==> config.mk <==
export PLATFORM = sky130hd
export DESIGN_NAME = counter_button_conditioner
export DESIGN_NICKNAME = d
export VERILOG_FILES = /design/src/rtl/counter_button_conditioner_pkg.sv /design/src/rtl/counter_button_conditioner_channel.sv /design/src/rtl/counter_button_conditioner.sv
export SDC_FILE = /design/constraint.sdc
export NUM_CORES = 1
export LEC_CHECK = 0
export CAP_MARGIN = 5
export CORE_MARGIN = 1
export CORE_UTILIZATION = 45
export CTS_CLUSTER_SIZE = 20
export DETAILED_ROUTE_END_ITERATION = 6
export HOLD_SLACK_MARGIN = 0.1
export PLACE_DENSITY = 0.67
export SLEW_MARGIN = 20
export SYNTH_ARGS = -nofsm -noshare
export SYNTH_HDL_FRONTEND = slang
export SYNTH_HIERARCHICAL = 1
export SYNTH_SLANG_ARGS = --single-unit
==> constraint.sdc <==
create_clock -name clk -period 5.19 [get_ports clk]
set_clock_uncertainty 0.1 [all_clocks]
set_input_delay 1.038 -clock clk [delete_from_list [all_inputs] [get_ports clk]]
set_output_delay 1.038 -clock clk [all_outputs]
set_load 0.02 [all_outputs]
==> src/rtl/counter_button_conditioner_pkg.sv <==
// Shared definitions for the button conditioner: per-channel FSM state
// encoding and the sizing rule for the per-channel timing counter.
package counter_button_conditioner_pkg;

  typedef enum logic [2:0] {
    IDLE      = 3'd0,
    PRESS_CHK = 3'd1,
    HELD      = 3'd2,
    REPEAT    = 3'd3,
    REL_CHK   = 3'd4
  } btn_state_e;

  // Counter must hold the largest terminal count of any timing phase.
  function automatic int cnt_width(input int debounce_cycles,
                                   input int repeat_delay,
                                   input int repeat_period);
    int max_val;
    max_val = debounce_cycles;
    if (repeat_delay > max_val) max_val = repeat_delay;
    if (repeat_period > max_val) max_val = repeat_period;
    return $clog2(max_val + 1);
  endfunction

endpackage

==> src/rtl/counter_button_conditioner_channel.sv <==
// One conditioner channel: 2-FF synchroniser, debounce/repeat FSM with a
// shared saturating counter, and registered level/press/release/repeat outputs.
module counter_button_conditioner_channel
  import counter_button_conditioner_pkg::*;
#(
  parameter int DEBOUNCE_CYCLES = 1000,
  parameter int REPEAT_DELAY    = 50000,
  parameter int REPEAT_PERIOD   = 10000
) (
  input  logic clk,
  input  logic rst_n,
  input  logic ena,
  input  logic btn_raw,
  output logic btn_level,
  output logic btn_press,
  output logic btn_release,
  output logic btn_repeat
);

  localparam int CW = cnt_width(DEBOUNCE_CYCLES, REPEAT_DELAY, REPEAT_PERIOD);
  localparam logic [CW-1:0] CNT_ONE   = CW'(1);
  localparam logic [CW-1:0] CNT_SAT   = '1;
  localparam logic [CW-1:0] DEB_LAST  = CW'(DEBOUNCE_CYCLES);
  localparam logic [CW-1:0] RD_LAST   = CW'(REPEAT_DELAY - 1);
  localparam logic [CW-1:0] RP_LAST   = CW'(REPEAT_PERIOD - 1);
  localparam bit            REPEAT_EN = (REPEAT_PERIOD != 0);

  logic          sync_meta_reg;
  logic          sync_reg;
  btn_state_e    state_reg;
  logic [CW-1:0] cnt_reg;
  logic [CW-1:0] cnt_inc;
  logic          level_reg;
  logic          press_reg;
  logic          release_reg;
  logic          repeat_reg;

  // Counter never wraps: it sticks at all-ones once reached.
  assign cnt_inc = (cnt_reg == CNT_SAT) ? cnt_reg : cnt_reg + CNT_ONE;

  // Synchroniser runs independently of ena so the FSM sees fresh data on re-enable.
  always_ff @(posedge clk or negedge rst_n) begin
    if (!rst_n) begin
      sync_meta_reg <= 1'b0;
      sync_reg      <= 1'b0;
    end else begin
      sync_meta_reg <= btn_raw;
      sync_reg      <= sync_meta_reg;
    end
  end

  // Debounce / auto-repeat FSM; strobes default low and ena=0 freezes everything else.
  always_ff @(posedge clk or negedge rst_n) begin
    if (!rst_n) begin
      state_reg   <= IDLE;
      cnt_reg     <= '0;
      level_reg   <= 1'b0;
      press_reg   <= 1'b0;
      release_reg <= 1'b0;
      repeat_reg  <= 1'b0;
    end else begin
      press_reg   <= 1'b0;
      release_reg <= 1'b0;
      repeat_reg  <= 1'b0;
      if (ena) begin
        case (state_reg)
          IDLE: begin
            if (sync_reg) begin
              state_reg <= PRESS_CHK;
              cnt_reg   <= CNT_ONE;
            end
          end
          PRESS_CHK: begin
            if (!sync_reg) begin
              state_reg <= IDLE;
              cnt_reg   <= '0;
            end else if (cnt_reg == DEB_LAST) begin
              state_reg <= HELD;
              cnt_reg   <= '0;
              level_reg <= 1'b1;
              press_reg <= 1'b1;
            end else begin
              cnt_reg <= cnt_inc;
            end
          end
          HELD: begin
            if (!sync_reg) begin
              state_reg <= REL_CHK;
              cnt_reg   <= CNT_ONE;
            end else if (REPEAT_EN && (cnt_reg == RD_LAST)) begin
              state_reg  <= REPEAT;
              cnt_reg    <= '0;
              repeat_reg <= 1'b1;
            end else begin
              cnt_reg <= cnt_inc;
            end
          end
          REPEAT: begin
            if (!sync_reg) begin
              state_reg <= REL_CHK;
              cnt_reg   <= CNT_ONE;
            end else if (cnt_reg == RP_LAST) begin
              cnt_reg    <= '0;
              repeat_reg <= 1'b1;
            end else begin
              cnt_reg <= cnt_inc;
            end
          end
          REL_CHK: begin
            // A bounce back high restarts the repeat timer from the press point.
            if (sync_reg) begin
              state_reg <= HELD;
              cnt_reg   <= '0;
            end else if (cnt_reg == DEB_LAST) begin
              state_reg   <= IDLE;
              cnt_reg     <= '0;
              level_reg   <= 1'b0;
              release_reg <= 1'b1;
            end else begin
              cnt_reg <= cnt_inc;
            end
          end
          default: begin
            state_reg <= IDLE;
            cnt_reg   <= '0;
            level_reg <= 1'b0;
          end
        endcase
      end
    end
  end

  assign btn_level   = level_reg;
  assign btn_press   = press_reg;
  assign btn_release = release_reg;
  assign btn_repeat  = repeat_reg;

endmodule

==> src/rtl/counter_button_conditioner.sv <==
// Button conditioner top: N_CH independent conditioner channels sharing
// clock, reset and the design-select enable.
module counter_button_conditioner #(
  parameter int N_CH            = 4,
  parameter int DEBOUNCE_CYCLES = 1000,
  parameter int REPEAT_DELAY    = 50000,
  parameter int REPEAT_PERIOD   = 10000
) (
  input  logic            clk,
  input  logic            rst_n,
  input  logic            ena,
  input  logic [N_CH-1:0] btn_in,
  output logic [N_CH-1:0] btn_level,
  output logic [N_CH-1:0] btn_press,
  output logic [N_CH-1:0] btn_release,
  output logic [N_CH-1:0] btn_repeat
);

  generate
    for (genvar gi = 0; gi < N_CH; gi++) begin : g_ch
      counter_button_conditioner_channel #(
        .DEBOUNCE_CYCLES (DEBOUNCE_CYCLES),
        .REPEAT_DELAY    (REPEAT_DELAY),
        .REPEAT_PERIOD   (REPEAT_PERIOD)
      ) u_ch (
        .clk         (clk),
        .rst_n       (rst_n),
        .ena         (ena),
        .btn_raw     (btn_in[gi]),
        .btn_level   (btn_level[gi]),
        .btn_press   (btn_press[gi]),
        .btn_release (btn_release[gi]),
        .btn_repeat  (btn_repeat[gi])
      );
    end
  endgenerate

endmodule

==> flow_summary_export.csv <==
group,metric,value,unit
sta,timing.final.max_slew_violations,0,
sta,fmax,0.287,GHz
synth,netlist_instances,645,
synth,postSynth.asyncResetShare,100,%
cts,setup_fix_buffers_added_after_clock_tree_synthesis,0,
sta,rsz_0062_raised_after_global_routing,"false",
floorplanning,die_width,118,µm
sta,period_share,67.1,%
cts,cts_htree_levels,3,
sta,timing.max_slew.rel_slack,38.2,%
route,routedWlPerCell,15.2,µm
floorplanning,effective_utilization_at_floorplan,45.9,%
cts,post_cts_resize_count,0,
critical_path,timing.critical_path.from_type,"input port",
power_and_ir_drop,irDropWorstVdd,0.157,mV
power_and_ir_drop,power.net_switching,718,µW
grt,antenna_found_initial,0,
sta,finalHoldViolations,0,
sta,final_critical_path_setup_slack,1.71,ns
grt,grt_max_degree,62,
route,detailedRoute.firstPassIterationCount,5,
final_layout,layout.nets,661,
floorplanning,floorplan.die.height,118,µm
synth,mapped_cell_area,0.00605,mm²
critical_path,critical-path-top-delay-family,"buffers and inverters",
synth,avgSynthCellArea,9.39,µm²
floorplanning,core_region_area,0.0132,mm²
placement,dp.final_hpwl,8.65,mm
cts,tritoncts_num_sinks,100,
final_layout,design_area,0.00667,mm²
critical_path,crit_path_kind,"in2reg",
floorplanning,ioPinCount,23,
route,final_antenna_net_count,0,
route,initialDrtViolationCount,533,
placement,gp_congestion,0.882,
power_and_ir_drop,seq_power_share,43.8,%
power_and_ir_drop,power_density,342,mW/mm²
sta,setup_violations,0,
grt,global_route.overflow_total,0,
placement,placed_area,0.00631,mm²
critical_path,worstPathCellList,"clkdlybuf4s50_1 -> o41ai_4 -> or3_1 -> nor4b_1 -> xnor2_1 -> nor2_1",
sta,transition_time_at_the_pin_with_the_least_slew_margin,0.924,ns
cts,clk_pin_slew,0.07,ns
route,post_detailed_route_drc_marker_count,0,
synth,synth_fp_nets,660,
synth,ys.flop_type,"dfrtp_1",
critical_path,crit_path_max_incr_delay,1.07,ns
critical_path,critical-path-slowest-cell,"clkdlybuf4s50_1",
placement,i_o_buffers,22,
cts,cts-buffers-inserted,9,
critical_path,worst_ep_required_time,5.30,ns
sta,timing.setup.tns,0,ns
critical_path,cp_bufs_invs,1,
route,vias,4839,
power_and_ir_drop,fin_total_pwr,2280,µW
cts,cts_tree,"done",
route,post_drt_via_cell_ratio,5.85,
critical_path,critPathMaxFanout,23,
synth,number_of_enable_flip_flop_cells_after_synthesis,0,
synth,ys_seq_area_share,41.3,%
power_and_ir_drop,leakage,0.00256,µW
cts,clock_tree.buffer_depth,2,
power_and_ir_drop,p_int,1560,µW
status,result_of_the_run,"completed",
final_layout,flip_flop_count_of_the_largest_register_all_copies_and_words_added,64,
placement,detailedPlace.worstSlack,1.36,ns
worst_hold_path,timing.hold.worst.class,"reg2reg",
grt,groute.usage.overall,19.4,%
power_and_ir_drop,clkPwrFrac,35.7,%
synth,post_synth_num_cell_types,78,
final_layout,area_growth,10.2,%
final_layout,drive_above_1_share,10.9,%
synth,postSynthRegisterBits,100,
final_layout,antenna_cells,0,
power_and_ir_drop,power_frac_comb,20.5,%
cts,cts-root-buf,"clkbuf_16",
critical_path,cp_data_arrival_time,3.59,ns
run,max-cap-violations,0,
synth,ys_warn_count,6,
route,routed_wl,12.6,mm
grt,number_of_global_route_vias_before_repair,4608,
floorplanning,placementRows,42,
power_and_ir_drop,power.share.switching,31.5,%
sta,final_period_minus_worst_setup_slack,3.48,ns
floorplanning,die_area,0.0139,mm²
cts,hold_fix_buffer_count_after_cts,0,
cts,clk_latency,0.35,ns
grt,first_pass_grt_wire_length,22.2,mm
critical_path,worst_setup_path_end_kind,"register",
-- cells by family after synthesis --
kind of cell | count (synthesis) | share of synthesized area (%)
compound gates | 110 | 14.4
simple gates | 320 | 30.9
fa+ha+maj | 8 | 1.65
buf+inv | 64 | 5.48
xor+xnor | 41 | 5.93
flops | 100 | 41.3
mux | 2 | 0.351
-- cells in the mapped netlist (all sizes together), types with 3 or more instances --
library cell  number  area, µm²
ha                 8        100
or3                5       31.3
nor2b              3       18.8
inv               27        101
nor2              84        328
clkbuf            14       57.6
nand2             42        158
a21oi             23        141
and4               5       45.0
nor3              49        255
nor3b              7       52.6
a31oi             15       93.8
dfrtp            100       2500
and3              11       70.1
o21ai             23        123
or3b               4       35.0
o41ai              9        139
nor4b              4       35.0
or4                6       56.3
o31ai              4       30.0
a32oi              3       26.3
and4b              8       82.6
buf               23        173
a311oi             3       32.5
nand4             25        169
nor4              24        220
xnor2             39        342
and4bb             4       50.1
a211oi             9        103
nand3             22        120
and3b              5       43.8
-- placed cells by master, fill, tap and decap left out, types with 4 or more instances in the layout --
master / synthesis / layout
nor3_1: 47 / 47
bufinv_16: 0 / 4
nor2_1: 79 / 79
a211oi_1: 5 / 5
dfrtp_1: 100 / 100
nand2_1: 42 / 42
clkdlybuf4s50_1: 0 / 21
ha_1: 8 / 8
nor3b_1: 7 / 7
nor4b_1: 4 / 4
inv_1: 27 / 27
a21oi_1: 20 / 20
nor4_1: 17 / 16
and4bb_2: 4 / 4
buf_4: 3 / 6
clkbuf_16: 0 / 9
or3b_1: 4 / 4
o31ai_1: 4 / 4
and3b_1: 5 / 5
nor4_2: 4 / 5
o41ai_1: 4 / 4
or3_1: 5 / 5
nand4_1: 23 / 23
nand3_1: 20 / 20
o21ai_0: 18 / 18
xnor2_1: 39 / 39
and4b_1: 6 / 6
nor2_2: 5 / 5
a31oi_1: 15 / 15
and4_1: 4 / 4
and3_1: 10 / 10
-- layout make-up --
type	instances	area [µm²]
multi-input cells	481	3230
clock inverters	6	136
repair buffers	27	255
clock buffers	10	229
inverters	27	101
flip-flops and latches	100	2500
well taps	176	220
fillers	1210	6520
-- stage by stage --
stage               utilization, %  hold slack, ns  cells
floorplan                        -           0.231    645
global placement              47.8           0.243    811
detailed placement            47.8           0.240    811
CTS                           50.6           0.256    827
global route                  50.6           0.258    827
finish                        50.6           0.252    827
-- final timing paths --
kind                                                 startpoint                                   end  slack (ns)  cells past startpoint
hold / removal             g_ch[0].u_ch/sync_meta_reg$_DFF_PN0_       g_ch[0].u_ch/sync_reg$_DFF_PN0_        0.25                      0
hold reg to reg            g_ch[0].u_ch/sync_meta_reg$_DFF_PN0_       g_ch[0].u_ch/sync_reg$_DFF_PN0_        0.25                      0
setup reg to reg           g_ch[3].u_ch/cnt_reg[12]$_DFFE_PN0P_  g_ch[3].u_ch/cnt_reg[14]$_DFFE_PN0P_        2.64                      5
max in group asynchronous                                 rst_n  g_ch[3].u_ch/cnt_reg[14]$_DFFE_PN0P_        3.36                      2
setup / recovery                                            ena   g_ch[3].u_ch/cnt_reg[9]$_DFFE_PN0P_        1.71                      6
min in group asynchronous                                 rst_n  g_ch[1].u_ch/cnt_reg[15]$_DFFE_PN0P_        0.65                      1
-- worst register-to-register path, cell delays in order (launching register included) --
cell and delay, ns:
dfrtp_1 0.48, or4_4 0.58, nor4_4 0.39, a21oi_2 0.17, a211oi_4 0.56, nor3_1 0.14
-- per-layer routing --
metal,global-route usage (%),vias up,wire length [µm]
met5,0,-,0
met4,4.97,0,129
met3,4.60,9,460
met2,30.6,92,5910
met1,26.6,2363,6060
li1,-,2375,-
-- power groups by stage --
stage	clock network (µW)	registers (µW)	logic, µW
final	814	998	467
after floorplan	0	934	441
after global routing	869	1020	536
after global placement	0	1000	456
after CTS	842	995	470
after detailed placement	0	1010	467
No activity file was read; power rests on OpenSTA's default activity.
